## src/rtl/aes_iter_cipher.sv

```systemverilog
// aes_iter_cipher: iterative AES encryption core computing one round per clock, free-running
module aes_iter_cipher #(
   parameter int Nk = 4,
   parameter int Nr = Nk + 6
) (
   input  logic                     clks,
   input  logic                     reset,
   input  logic [0:127]             plainText,
   input  logic [0:128*(Nr+1)-1]    keys,
   output logic [0:127]             encryptedText,
   output logic                     done
);

   typedef enum logic [1:0] {INIT, ROUNDS, FINAL} fsm_t;

   // AES S-box, byte x lives at bits [8x:8x+7]
   localparam logic [0:2047] sbox_rom = {
      128'h637c777bf26b6fc53001672bfed7ab76,
      128'hca82c97dfa5947f0add4a2af9ca472c0,
      128'hb7fd9326363ff7cc34a5e5f171d83115,
      128'h04c723c31896059a071280e2eb27b275,
      128'h09832c1a1b6e5aa0523bd6b329e32f84,
      128'h53d100ed20fcb15b6acbbe394a4c58cf,
      128'hd0efaafb434d338545f9027f503c9fa8,
      128'h51a3408f929d38f5bcb6da2110fff3d2,
      128'hcd0c13ec5f974417c4a77e3d645d1973,
      128'h60814fdc222a908846eeb814de5e0bdb,
      128'he0323a0a4906245cc2d3ac629195e479,
      128'he7c8376d8dd54ea96c56f4ea657aae08,
      128'hba78252e1ca6b4c6e8dd741f4bbd8b8a,
      128'h703eb5664803f60e613557b986c11d9e,
      128'he1f8981169d98e949b1e87e9ce5528df,
      128'h8ca1890dbfe6426841992d0fb054bb16
   };

   fsm_t         fsm, nxt_fsm;
   logic [3:0]   round_cnt, nxt_round_cnt;
   logic [0:127] state, nxt_state;
   logic [0:127] nxt_ct;
   logic         nxt_done;
   logic [0:127] round_key;
   logic [0:127] sr;

   function automatic logic [7:0] sbox(input logic [7:0] x);
      return sbox_rom[{x, 3'b000} +: 8];
   endfunction

   function automatic logic [7:0] xtime(input logic [7:0] b);
      return {b[6:0], 1'b0} ^ (b[7] ? 8'h1b : 8'h00);
   endfunction

   function automatic logic [0:127] sub_bytes(input logic [0:127] s);
      for (int i = 0; i < 16; i++) sub_bytes[8*i +: 8] = sbox(s[8*i +: 8]);
   endfunction

   // row r of the output takes the byte r columns to the right (left rotation by r)
   function automatic logic [0:127] shift_rows(input logic [0:127] s);
      for (int c = 0; c < 4; c++)
         for (int r = 0; r < 4; r++)
            shift_rows[8*(4*c+r) +: 8] = s[8*(4*((c+r)%4)+r) +: 8];
   endfunction

   // 2*a0 ^ 3*a1 ^ a2 ^ a3 rewritten as xtime(a0^a1) ^ a1 ^ a2 ^ a3, rotated per row
   function automatic logic [0:127] mix_columns(input logic [0:127] s);
      logic [7:0] a [4];
      for (int c = 0; c < 4; c++) begin
         for (int r = 0; r < 4; r++) a[r] = s[8*(4*c+r) +: 8];
         for (int r = 0; r < 4; r++)
            mix_columns[8*(4*c+r) +: 8] = xtime(a[r] ^ a[(r+1)%4]) ^ a[(r+1)%4] ^ a[(r+2)%4] ^ a[(r+3)%4];
      end
   endfunction

   function automatic logic [0:127] add_round_key(input logic [0:127] s, input logic [0:127] k);
      return s ^ k;
   endfunction

   // the round counter doubles as the key index: 0 in INIT, 1..Nr-1 in ROUNDS, Nr in FINAL
   assign round_key = keys[128*round_cnt +: 128];
   assign sr        = shift_rows(sub_bytes(state));

   // next-state and datapath selection; SubBytes/ShiftRows are shared by middle and final rounds
   always_comb begin
      nxt_fsm       = fsm;
      nxt_round_cnt = round_cnt;
      nxt_state     = state;
      nxt_ct        = encryptedText;
      nxt_done      = 1'b0;
      case (fsm)
         INIT: begin
            nxt_state     = add_round_key(plainText, round_key);
            nxt_round_cnt = 4'd1;
            nxt_fsm       = ROUNDS;
         end
         ROUNDS: begin
            nxt_state     = add_round_key(mix_columns(sr), round_key);
            nxt_round_cnt = round_cnt + 4'd1;
            nxt_fsm       = (round_cnt == 4'(Nr-1)) ? FINAL : ROUNDS;
         end
         FINAL: begin
            nxt_ct        = add_round_key(sr, round_key);
            nxt_done      = 1'b1;
            nxt_round_cnt = 4'd0;
            nxt_fsm       = INIT;
         end
         default: nxt_fsm = INIT;
      endcase
   end

   // registers; the cipher state needs no reset because INIT always overwrites it
   always_ff @(posedge clks) begin
      state <= nxt_state;
      if (reset) begin
         fsm           <= INIT;
         round_cnt     <= 4'd0;
         encryptedText <= '0;
         done          <= 1'b0;
      end else begin
         fsm           <= nxt_fsm;
         round_cnt     <= nxt_round_cnt;
         encryptedText <= nxt_ct;
         done          <= nxt_done;
      end
   end

endmodule

```

## config.mk

```make
export PLATFORM = sky130hd
export DESIGN_NAME = aes_iter_cipher
export DESIGN_NICKNAME = d
export VERILOG_FILES = /design/src/rtl/aes_iter_cipher.sv
export SDC_FILE = /design/constraint.sdc
export NUM_CORES = 2
export LEC_CHECK = 0
export CORE_AREA = 2 2 642 644
export CTS_CLUSTER_DIAMETER = 50
export DETAILED_ROUTE_END_ITERATION = 8
export DIE_AREA = 0 0 644 646
export PLACE_DENSITY = 0.5
export SLEW_MARGIN = 20
export SYNTH_ARGS = -nofsm -noshare
export SYNTH_HDL_FRONTEND = slang
export SYNTH_SLANG_ARGS = --single-unit
```

## constraint.sdc

```tcl
create_clock -name clks -period 4.6 [get_ports clks]
set_input_delay 0.69 -clock clks [delete_from_list [all_inputs] [get_ports clks]]
set_output_delay 0.69 -clock clks [all_outputs]
set_load 0.02 [all_outputs]
```

==> out/summary.txt <==
Power Density: 1250 mW/mm^2
crit path DAT: 5220 ps
Req. time, crit path: 5190 ps
CTS buffer count: 76
layout cells sized above 1: 0.226
post-synth top area cell: mux4_2
VDD IR max: 0.773 mV
GP Congestion: 1.10
min-delay worst type: reg2reg
worst-margin pin slew: 1150 ps
Initial Utilization: 0.208
initial antenna violation count: 426
top_reg_cell synth: dfxtp_1
nets: 15900
number of enable flip-flop cells after synthesis: 128
slowest CP cell: edfxtp_1
Mean Syn Cell Area: 7.42 sq um
boundary pin count: 1667
Final Hold Vio Count: 0
final setup margin: -34.6 ps
Root Buffer: clkbuf_16
Crit. End Element: flop
CTS tree: built
PortBufs: 1666
Max Cap Viol: 0
Post-Syn Area: 0.0851 sq mm
# DRC: 0
HPWL Detailed: 717000 um
largest net degree at the start of global routing: 98
setup slack at placement: -362 ps
Leakage: 47.0 nW
top-area cell type share of the netlist area: 0.105
distinct cell type count after synthesis: 122
clk_skew: 57.6 ps
Post-DRT Antenna Nets: 0
grt total ovfl: 0
number of global-route vias before repair: 113000
Seq/Total Area, Yosys: 0.0770
WHS Path Cells: 2
first-pass GRT wire length: 1110000 um
Setup Viol. Count Final: 2
Slew Limit Fails: 0
Area Growth Syn to Fin: 48.1%
status: finished, violations left
Worst Setup Path Type: reg2reg
gr usage total: 0.392
clock tree buffer depth: 4
via count: 120000
DIE AREA: 0.416 sq mm
CTS clk-pin slew, worst paths: 60 ps
Avg WL per Cell: 43.0 um
Num Clock Sinks: 263
CP Max Fanout: 14
drt total wl: 858000 um
die extent in x: 644 um
H-tree depth: 3
failing checks: setup timing
f_max: 0.216 GHz
drt initial violations: 17700
synth top area cells: mux4_2 11%, mux2i_1 6.1%, a21oi_1 5.0%
cts hold-fix bufs: 0
ys async rst share: 0
R2R cell count: 12
Mapped Nets: 13200
Vias/cell: 6.04
RSZ-0062 raised after global routing: true
# rows: 235
Core Box Area: 0.409 sq mm
Seq cells post-synth: 263
YS warnings: 0
CP Launch Type: flop
fin crit share: 1.01
Worst slew margin: 0.232
CP Cell Sequence: inv_1 > a21oi_1 > a32oi_1 > o311ai_0 > a31oi_1 > a31oi_2 > buf_4 > xor2_1 > buf_4 > xnor3_1 > o21ai_1 > xor2_1
latest clock arrival within the worst-skew pair: 840 ps
post-layout min period: 4630 ps
Final Total Pwr: 158 mW
first-pass detailed-route iteration total: 9
slowest stage delay, CP: 1010 ps
Die H: 646 um
Cells after Synth: 11500
## final timing paths
| path | startpoint | end | slack (ps) |
|---|---|---|---|
| setup / recovery | state[73] | state[33] | -30 |
| hold / removal | encryptedText[39] | encryptedText[39] | 480 |
| setup reg to reg | state[73] | state[33] | -30 |
| hold reg to reg | encryptedText[39] | encryptedText[39] | 480 |
## through the flow
step / TNS, ps / hold WS [ps] / util / std cells / instance area [sq um]
4_1_cts: 0 / 483 / 0.306 / 19700 / 125000
3_5_place_dp: -1330 / 476 / 0.299 / 19500 / 122000
5_1_grt: -49.8 / 504 / 0.307 / 19800 / 126000
2_1_floorplan: 0 / 556 / - / 11500 / 85100
3_3_place_gp: -1730 / 474 / 0.299 / 19500 / 122000
6_report: -56.6 / 482 / 0.308 / 19900 / 126000
## flip-flops by register name (all words and copies together), names as in the netlist
| signal | count |
|---|---|
| state | 128 |
| done | 1 |
| round_cnt | 4 |
| encryptedText | 128 |
| fsm | 2 |
## layout make-up
type | count | area, sq um
antenna | 286 | 716
clock buffer | 89 | 2100
clock inverter | 45 | 465
fill | 44500 | 283000
inverter | 211 | 792
multi-input combinational | 9644 | 72400
sequential | 263 | 6560
tap | 5451 | 6820
timing repair buffer | 3949 | 36100
## report_power, final
group | switching [mW] | total, mW | internal [mW]
sequential | 1.75 | 5.90 | 4.15
clock | 2.16 | 5.77 | 3.61
combinational | 83.8 | 146 | 62.2
## what timing repair did
action                                 4_1_cts  5_1_grt
gates cloned                                 0        0
endpoints found under the hold margin        0        0
gates resized for setup                     16       38
setup endpoints to repair                   17       28
setup buffers                                5        1
pin swaps                                    2        2
## kinds of logic (layout without fill, tap and decap cells)
family,Yosys count,after routing,share of synthesized area
AO/OA/AOI/OAI,4079,4079,0.336
AND/OR/NAND/NOR,3751,3751,0.223
buffers and inverters,1550,4294,0.0778
multiplexers,977,977,0.174
XOR/XNOR,593,593,0.0764
flip-flops,263,263,0.0770
adder cells (fa/ha/maj),244,244,0.0359
other,0,286,0
## routing by layer
layer	vias to the layer above	global-route usage	part of all wire
met1	59300	0.450	0.36
met3	2262	0.182	0.14
met4	236	0.298	0.091
met5	-	0	0.0018
li1	49800	-	-
met2	8788	0.563	0.41
## layout by cell type, fill, tap and decap left out, types with 228 or more instances in the layout
master / count
nand2_1: 705
buf_4: 2095
a21oi_1: 841
mux2i_1: 519
nor3_1: 318
nor2b_1: 374
diode_2: 286
xnor2_1: 296
clkdlybuf4s50_1: 1665
nand2b_1: 390
nor2_1: 936
a211oi_1: 261
nand3_1: 312
mux4_2: 398
ha_1: 234
a31oi_1: 228
o21ai_0: 665
## synthesized netlist by cell type (185+ instances only)
library cell,number
nor2_1,938
nand3_1,312
a31oi_1,229
o211ai_1,212
o21ai_0,666
nor3_1,320
a21oi_1,843
nand2_1,705
xnor2_1,305
o22ai_1,185
mux2i_1,522
xor2_1,193
nor2b_1,376
nand2b_1,392
clkbuf_1,745
mux4_2,398
ha_1,243
a211oi_1,264
buf_2,385
## worst max-delay path: cells and delay by family (launching register included)
family	cells	cell delay (ps)
buffers and inverters	3	880
flip-flops	1	1010
AO/OA/AOI/OAI	6	1750
XOR/XNOR	3	760
No activity file was read; power rests on OpenSTA's default activity.
